[config.mk]
export PLATFORM = sky130hd
export DESIGN_NAME = thermo_bargraph
export DESIGN_NICKNAME = d
export VERILOG_FILES = /design/src/rtl/thermo_pkg.sv /design/src/rtl/thermometer_encoder.sv /design/src/rtl/thermo_bargraph.sv
export SDC_FILE = /design/constraint.sdc
export NUM_CORES = 1
export LEC_CHECK = 0
export CORE_ASPECT_RATIO = 0.6
export CORE_UTILIZATION = 47
export CTS_BUF_LIST = sky130_fd_sc_hd__clkbuf_8
export CTS_CLUSTER_DIAMETER = 100
export DETAILED_ROUTE_END_ITERATION = 8
export PLACE_DENSITY = 0.73
export SLEW_MARGIN = 10
export SYNTH_ARGS = -nofsm -noshare
export SYNTH_HDL_FRONTEND = slang
export SYNTH_SLANG_ARGS = --single-unit
export TNS_END_PERCENT = 20
[constraint.sdc]
create_clock -name clk -period 9.54 [get_ports clk]
set_clock_uncertainty 0.05 [all_clocks]
set_input_delay 1.431 -clock clk [delete_from_list [all_inputs] [get_ports clk]]
set_output_delay 1.431 -clock clk [all_outputs]
set_load 0.03 [all_outputs]
[src/rtl/thermo_pkg.sv]
// Shared definitions for the thermometer bar-graph: ramp FSM states and
// the parameter consistency check between level width and bar width.
package thermo_pkg;

    typedef enum logic [1:0] {
        ST_IDLE      = 2'd0,
        ST_RAMP_UP   = 2'd1,
        ST_RAMP_DOWN = 2'd2
    } state_t;

    // A K-bit level can light at most 2^K-1 segments, so the bar must be exactly that wide.
    function automatic bit width_ok(input int k, input int w);
        return w == ((1 << k) - 1);
    endfunction

endpackage

[src/rtl/thermometer_encoder.sv]
// Combinational binary-to-thermometer encoder: the low 'level' bits of the bar are set.
module thermometer_encoder #(
    parameter int K = 3,
    parameter int W = 7
) (
    input  logic [K-1:0] i_level,
    output logic [W-1:0] o_bar
);

    // Segment i is lit when it sits below the level.
    always_comb begin
        o_bar = '0;
        for (int i = 0; i < W; i++) begin
            o_bar[i] = (i < int'(i_level));
        end
    end

endmodule

[src/rtl/thermo_bargraph.sv]
// Thermometer bar-graph: registers a switch word, derives a target level
// (binary in encode mode, thermometer run-length in decode mode), and
// ramps the displayed level one step per tick toward that target.
//
// Handshake/timing note: there is no valid/ready handshake; sw/sel are
// sampled every clock, the target follows the sampled copy combinationally,
// and level moves only on step ticks (one per DIV clocks).
module thermo_bargraph
    import thermo_pkg::*;
#(
    parameter int K   = 3,
    parameter int W   = 7,
    parameter int DIV = 4
) (
    input  logic         clk,
    input  logic         rst_n,
    input  logic [W-1:0] sw,
    input  logic         sel,
    output logic [W-1:0] led,
    output logic [K-1:0] level,
    output logic         busy,
    output logic         err,
    output state_t       dbg_state
);

    localparam int TW = (DIV > 1) ? $clog2(DIV) : 1;

    generate
        if (!width_ok(K, W)) begin : g_bad_width
            $error("thermo_bargraph: W must equal 2^K-1");
        end
        if (DIV < 1) begin : g_bad_div
            $error("thermo_bargraph: DIV must be at least 1");
        end
    endgenerate

    logic [W-1:0]  r_sw;
    logic          r_sel;
    logic [K-1:0]  r_target;
    logic [K-1:0]  r_level;
    logic [TW-1:0] r_tick;
    logic [W-1:0]  r_led;

    logic [K-1:0]  w_run;
    logic          w_seen_zero;
    logic          w_valid;
    logic [K-1:0]  w_target;
    logic          w_err;
    logic          w_step;
    state_t        w_state;
    logic [K-1:0]  w_level_next;
    logic [W-1:0]  w_bar;

    // Input stage: one register on the switches and the mode select.
    always_ff @(posedge clk or negedge rst_n) begin
        if (!rst_n) begin
            r_sw  <= '0;
            r_sel <= 1'b0;
        end else begin
            r_sw  <= sw;
            r_sel <= sel;
        end
    end

    // Decode the registered word: run of ones from bit 0, invalid if a 1 sits above a 0.
    always_comb begin
        w_run       = '0;
        w_seen_zero = 1'b0;
        w_valid     = 1'b1;
        for (int i = 0; i < W; i++) begin
            if (!r_sw[i]) begin
                w_seen_zero = 1'b1;
            end else if (w_seen_zero) begin
                w_valid = 1'b0;
            end else begin
                w_run = w_run + K'(1);
            end
        end
    end

    // Target selection; a bad decode word keeps the last good target.
    always_comb begin
        w_err    = r_sel & ~w_valid;
        w_target = r_target;
        if (!r_sel) begin
            w_target = r_sw[K-1:0];
        end else if (w_valid) begin
            w_target = w_run;
        end
    end

    // Remember the target in force so it can be held across invalid input.
    always_ff @(posedge clk or negedge rst_n) begin
        if (!rst_n) begin
            r_target <= '0;
        end else begin
            r_target <= w_target;
        end
    end

    // Free-running step tick counter, 0..DIV-1.
    always_ff @(posedge clk or negedge rst_n) begin
        if (!rst_n) begin
            r_tick <= '0;
        end else if (r_tick == TW'(DIV - 1)) begin
            r_tick <= '0;
        end else begin
            r_tick <= r_tick + TW'(1);
        end
    end

    assign w_step = (r_tick == TW'(DIV - 1));

    // Ramp FSM: state is the comparison of level against target each cycle,
    // so a target change redirects the ramp at the very next step.
    always_comb begin
        w_state      = ST_IDLE;
        w_level_next = r_level;
        if (r_level < w_target) begin
            w_state = ST_RAMP_UP;
        end else if (r_level > w_target) begin
            w_state = ST_RAMP_DOWN;
        end
        if (w_step) begin
            case (w_state)
                ST_RAMP_UP:   w_level_next = r_level + K'(1);
                ST_RAMP_DOWN: w_level_next = r_level - K'(1);
                default:      w_level_next = r_level;
            endcase
        end
    end

    // Level register: moves by at most one per step, never past the target.
    always_ff @(posedge clk or negedge rst_n) begin
        if (!rst_n) begin
            r_level <= '0;
        end else begin
            r_level <= w_level_next;
        end
    end

    thermometer_encoder #(
        .K (K),
        .W (W)
    ) u_enc (
        .i_level (r_level),
        .o_bar   (w_bar)
    );

    // Display register: bar in encode mode, zero-extended level in decode mode.
    always_ff @(posedge clk or negedge rst_n) begin
        if (!rst_n) begin
            r_led <= '0;
        end else if (r_sel) begin
            r_led <= W'(r_level);
        end else begin
            r_led <= w_bar;
        end
    end

    assign led       = r_led;
    assign level     = r_level;
    assign busy      = (w_state != ST_IDLE);
    assign err       = w_err;
    assign dbg_state = w_state;

endmodule

# ---- Word-level counts from Yosys, hierarchy flattened
# Index checks and enable logic that the tools add are counted.
dict set report word_totals {
  mem_bits_ro 0
  out_inout_bits 14
  latch_bits 0
  in_bits 10
  register_bits 23
  memories 0
  ram_bits 0
  elab_cells 70
}
dict set report classes {
  bitwise 2
  n_lt_le_gt_ge 9
  multipliers 0
  shift 0
  div 0
  n_mux 38
  n_addsub 9
  eq_ne 3
  reduce_logical 3
}
# operator count
set op_table {}
lappend op_table {{2-to-1 mux 3 bit} 14}
lappend op_table {{adder 3 x 1 -> 3 bit, second input constant} 7}
lappend op_table {{2-to-1 mux 1 bit} 19}
lappend op_table {{< comparator 3 bit, first input constant} 3}
lappend op_table {{2-to-1 mux 7 bit} 1}
lappend op_table {{< comparator 1 x 3 -> 1 bit, first input constant} 2}
lappend op_table {{< comparator 2 x 3 -> 1 bit, first input constant} 2}
lappend op_table {{2-to-1 mux 2 bit} 3}
lappend op_table {{case mux 3 bit (2 select lines)} 1}
lappend op_table {{equality test 2 bit, second input constant} 2}
lappend op_table {{nonzero test 2 bit} 2}
lappend op_table {{greater-than comparator 3 bit} 1}
lappend op_table {{< comparator 3 bit} 1}
lappend op_table {{subtractor 3 x 1 -> 3 bit, second input constant} 1}
lappend op_table {{adder 2 x 1 -> 2 bit, second input constant} 1}
lappend op_table {{equality test 2 x 1 -> 1 bit, second input constant} 1}
lappend op_table {{AND reduction 2 bit} 1}
lappend op_table {{bitwise AND 1 bit} 1}
lappend op_table {{NOT 1 bit} 1}

# ---- Longest topological paths before layout
dict set report logic_depth {
  depth_word 27
  ltp_mapped 22
  mapped_depth_nobuf 21
}

# ---- Cells and area by module
# Synthesis repeated with hierarchy kept, for this count alone.
dict set report hier_totals {
  cells_unflattened 132
  hier_area_um2 1358.8
}
# module seq_area_each_um2 n_inst area_each_um2 cells_per_inst
set modules_own_cells {}
lappend modules_own_cells {thermo_bargraph 575.6 1 1307.5 125}
lappend modules_own_cells {thermometer_encoder 0.0 1 51.3 7}

# ---- Least setup slack after synthesis
# No wires, ideal clock.
dict set report synth_timing {
  path_kind {reg-to-output}
  startpoint {register r_sw[1]}
  endpoint {output port busy}
  required_time_ps 8059
  path_buffers 1
  setup_slack_ps 3636
  arrival_time_ps 4423
  path_stages_with_launch 21
  cell_sequence {dfrtp_1 -> and2_1 -> buf_2 -> ha_1 -> mux2_2 -> ha_1 -> o21a_1 -> ha_1 -> mux2_2 -> o21a_1 -> o21ai_0 -> ha_1 -> nand2_1 -> xor2_1 -> nor2_1 -> a2111oi_0 -> nor4_1 -> ha_1 -> o21a_1 -> or2_2 -> nand2b_1}
}
dict set report synth_between {
  elab_chain_len 22
  word_cells_on_any_way 39
  classes_between {add/sub (5); order compare (2); mux (31); reduce/logical (1)}
}
# item line_no
set synth_rtl {}
lappend synth_rtl {{from (decl)} thermo_bargraph.sv:37} ;# logic [W-1:0] r_sw;
lappend synth_rtl {{from (signal assigned)} thermo_bargraph.sv:60} ;# r_sw <= sw;
lappend synth_rtl {{2-to-1 mux 3 bit} thermo_bargraph.sv:71} ;# if (!r_sw[i]) begin
lappend synth_rtl {{adder 3 x 1 -> 3 bit} thermo_bargraph.sv:76} ;# w_run = w_run + K'(1);
lappend synth_rtl {{2-to-1 mux 3 bit} thermo_bargraph.sv:73} ;# end else if (w_seen_zero) begin
lappend synth_rtl {{2-to-1 mux 3 bit} thermo_bargraph.sv:71}
lappend synth_rtl {{adder 3 x 1 -> 3 bit} thermo_bargraph.sv:76}
lappend synth_rtl {{2-to-1 mux 3 bit} thermo_bargraph.sv:73}
lappend synth_rtl {{2-to-1 mux 3 bit} thermo_bargraph.sv:71}
lappend synth_rtl {{adder 3 x 1 -> 3 bit} thermo_bargraph.sv:76}
lappend synth_rtl {{[... 6 more ...]} --}
lappend synth_rtl {{2-to-1 mux 3 bit} thermo_bargraph.sv:73}
lappend synth_rtl {{2-to-1 mux 3 bit} thermo_bargraph.sv:71}
lappend synth_rtl {{2-to-1 mux 3 bit} thermo_bargraph.sv:87} ;# end else if (w_valid) begin
lappend synth_rtl {{2-to-1 mux 3 bit (*)} thermo_bargraph.sv:85} ;# if (!r_sel) begin
lappend synth_rtl {{greater-than comparator 3 bit} thermo_bargraph.sv:121} ;# end else if (r_level > w_target) begin
lappend synth_rtl {{2-to-1 mux 2 bit} thermo_bargraph.sv:121}
lappend synth_rtl {{2-to-1 mux 2 bit (*)} thermo_bargraph.sv:119} ;# if (r_level < w_target) begin
lappend synth_rtl {{nonzero test 2 bit (*)} thermo_bargraph.sv:163} ;# assign busy = (w_state != ST_IDLE);
lappend synth_rtl {{to (decl)} thermo_bargraph.sv:21} ;# output logic busy,
# Mark *: on every way between the ends. The rest lies on a longest branch, timed or not.

# ---- Worst setup path after layout
dict set report layout_timing {
  startpoint {register r_sw[1]}
  endpoint {output port dbg_state[0]}
}
dict set report layout_between {
  elab_chain_len 20
  word_cells_on_any_way 36
  classes_between {add/sub (5); order compare (1); mux (30)}
}
# item line_no
set layout_rtl {}
lappend layout_rtl {{2-to-1 mux 3 bit} thermo_bargraph.sv:71}
lappend layout_rtl {{adder 3 x 1 -> 3 bit} thermo_bargraph.sv:76}
lappend layout_rtl {{2-to-1 mux 3 bit} thermo_bargraph.sv:73}
lappend layout_rtl {{2-to-1 mux 3 bit} thermo_bargraph.sv:71}
lappend layout_rtl {{adder 3 x 1 -> 3 bit} thermo_bargraph.sv:76}
lappend layout_rtl {{2-to-1 mux 3 bit} thermo_bargraph.sv:73}
lappend layout_rtl {{2-to-1 mux 3 bit} thermo_bargraph.sv:71}
lappend layout_rtl {{adder 3 x 1 -> 3 bit} thermo_bargraph.sv:76}
lappend layout_rtl {{[... 4 more ...]} --}
lappend layout_rtl {{2-to-1 mux 3 bit} thermo_bargraph.sv:71}
lappend layout_rtl {{adder 3 x 1 -> 3 bit} thermo_bargraph.sv:76}
lappend layout_rtl {{2-to-1 mux 3 bit} thermo_bargraph.sv:73}
lappend layout_rtl {{2-to-1 mux 3 bit} thermo_bargraph.sv:71}
lappend layout_rtl {{2-to-1 mux 3 bit} thermo_bargraph.sv:87}
lappend layout_rtl {{2-to-1 mux 3 bit (*)} thermo_bargraph.sv:85}
lappend layout_rtl {{< comparator 3 bit (*)} thermo_bargraph.sv:119}
lappend layout_rtl {{2-to-1 mux 2 bit (*)} thermo_bargraph.sv:119}
lappend layout_rtl {{to (decl)} thermo_bargraph.sv:23} ;# output state_t dbg_state
# Marked as above.

==> impl_metrics.csv <==
group,metric,value,unit
global_routing,overflow,0,
finish,final_util,61.9,%
worst_setup_path,cp.required,8.06,ns
power,p_leak,0.758,nW
sta,setup_slack,2.30,ns
sta,tightest_slew,1.02,ns
drt,vias,1001,
worst_setup_path,cp_max_fo,9,
global_routing,grt_max_degree,24,
cts,cts_tree,"yes",
floorplan,io_pins,24,
sta,max_clock_freq,0.138,GHz
cts,ctsHtreeMaxLevel,1,
placement,place_congestion,0.840,
finish,layout_common_cells,"clkdlybuf4s50_1, dfrtp_1, ha_1",
power,ir_drop,154,uV
floorplan,dieHeight,42.5,um
finish,areaGrowthSynthToFinish,22.9,%
finish,finalNetCount,171,
synthesis,synth-edff-count,0,
sta,hold_viol,0,
run,drv_cap,0,
worst_setup_path,critPathCaptureType,"output port",
drt,firstDrtPassIters,5,
worst_setup_path,worstSetupStartpoint,"r_sw[1]",
cts,clkTransAtPathRegs,0.07,ns
sta,slew_headroom,32.1,%
hold_path,hold_path.class,"reg2reg",
placement,post-place-ws,2.66,ns
sta,maxSlewViolCount,0,
synthesis,synth.top_cell.area_share,44.7,%
floorplan,fp.dieW,69.6,um
global_routing,grt.total_usage,20.1,%
worst_setup_path,worst-r2r-cell-count,21,
drt,drt_iter0_drc,55,
floorplan,die_area,0.00296,sq mm
run_status,status,"complete, no violations",
cts,cts_hold_buf,0,
worst_setup_path,arrival,5.76,ns
synthesis,synthTopCellsByArea,"dfrtp_1, ha_1, nand2_1, mux2i_1, inv_1",
synthesis,synth_top_flop_cell,"dfrtp_1",
sta,fin_crit_sh,75.9,%
power,power.density,248,mW/mm^2
worst_setup_path,crit_type,"reg2out",
cts,ctsLongestPathBuffers,2,
synthesis,syn_area,0.00129,sq mm
worst_setup_path,cp-start-kind,"flip-flop",
sta,rsz0062_at_grt,"no",
finish,finalNonFillerCells,180,
sta,setup_viol,0,
synthesis,synth_cell_types,38,
synthesis,ys_seq_area_share,44.7,%
placement,portBuffers,23,
synthesis,ys_warn_count,0,
sta,min_period,7.24,ns
synthesis,avgSynthCellArea,10.4,sq um
worst_setup_path,r2r_setup_slack,4.30,ns
drt,drc,0,
floorplan,fp-row-count,14,
placement,dp.cells,176,
floorplan,start_util,50.3,%
power,totalPowerFinal,0.392,mW
worst_setup_path,r2r_start,"r_sw[1]",
drt,via_per_inst,5.56,
synthesis,syn_nets,146,
global_routing,grt_pass1_vias,947,
placement,dp_hpwl,1990,um
synthesis,yosys.area.top_type,"dfrtp_1",
drt,antenna_left,0,
sta,final.setup.tns,0,ns
synthesis,yosys_register_bits,23,
worst_setup_path,timing.rr.end,"level[0]",
finish,drive_above_1_share,7.43,%
cts,cts_root_buffer,"clkbuf_8",
synthesis,synthArstFlopShare,100,%
global_routing,grt_antenna_before_repair,0,
cts,cts_inserted_buffers,3,
floorplan,core,0.00256,sq mm
finish,antenna_cells,0,
synthesis,syn_inst,124,
global_routing,grt_pass1_wl,4500,um
cts,cts.sinks,23,
cts,clock_latency,0.26,ns
drt,wl_per_cell,14.3,um
cts,ctsResizeCount,0,
cts,post-cts-setup-buffers,0,
worst_setup_path,crit_end,"dbg_state[0]",
drt,wirelength,2570,um
finish,fillerInstances,195,
==> synthesized netlist by cell type (all sizes together) (2+ instances only) <==
library cell  number
ha                12
nor2b              2
nand2             11
o21ai              7
o21a               4
and2               2
inv               10
xnor2              2
and3               3
nand3              2
mux2               3
mux2i              4
dfrtp             23
or4                2
nor2               9
buf                2
a21oi              4
xor2               2
nand2b             2
==> report_power, final <==
group	switching, mW	total [mW]	internal, mW
Clock	0.0281	0.0568	0.0287
Sequential	0.0205	0.138	0.117
Combinational	0.113	0.198	0.0850
==> flip-flops by register name, indices dropped and copies added, names as in the netlist <==
name	count
led	7
level	3
r_sel	1
r_target	3
r_sw	7
r_tick	2
==> worst min path at each step <==
stage	depth (start not counted)	slack [ns]	endpoint	startpoint
2_1_floorplan	1	0.35	r_tick[0]	r_tick[0]
5_1_grt	1	0.41	r_tick[0]	r_tick[0]
4_1_cts	1	0.39	r_tick[0]	r_tick[0]
3_5_place_dp	1	0.38	r_tick[0]	r_tick[0]
6_report	1	0.39	r_tick[0]	r_tick[0]
3_3_place_gp	1	0.36	r_tick[0]	r_tick[0]
==> cells by family after synthesis <==
group | share of synthesized area (%)
and+or+nand+nor | 16.3
DFF | 44.7
xor gates and xnor gates | 2.72
muxes | 5.73
AOI/OAI and AO/OA | 14.4
adders and majority gates | 11.7
buffers and inverters | 4.47
==> routing by layer <==
layer / share of wire (%) / track usage (%) / up-vias
met3: 6.5 / 6.49 / 3
met2: 46 / 32.4 / 35
li1: - / - / 484
met4: 0.54 / 3.27 / 0
met1: 47 / 27.2 / 479
met5: 0 / 0 / -
==> layout make-up <==
type / count / area, sq um / share of cell area [%]
Inverter: 10 / 37.5 / 2.37
Sequential cell: 23 / 576 / 36.4
Timing Repair Buffer: 23 / 230 / 14.5
Multi-Input combinational cell: 88 / 654 / 41.3
Clock inverter: 1 / 3.75 / 0.237
Clock buffer: 3 / 41.3 / 2.61
Tap cell: 32 / 40.0 / 2.53
==> worst max-delay path, cell delays in order (launching register included) <==
cell and delay (ns):
dfrtp_1 0.40, and2_1 0.36, ha_1 0.32, mux2_2 0.28, ha_1 0.31, o21a_1 0.22, ha_1 0.29, mux2_2 0.26
o21a_1 0.19, o21ai_0 0.16, ha_1 0.18, nand2_1 0.07, xor2_1 0.13, nor2_1 0.06, and3_1 0.20, nor4_1 0.48
ha_1 0.35, o21a_1 0.14, or2_2 0.30, inv_1 0.11, clkdlybuf4s50_1 0.68
==> per-stage QoR <==
step,area [sq um],hold slack [ns]
2_1_floorplan,1290,0.353
3_3_place_gp,1540,0.364
3_5_place_dp,1540,0.382
4_1_cts,1580,0.392
5_1_grt,1580,0.413
6_report,1580,0.386
No activity file was read; power rests on OpenSTA's default activity.
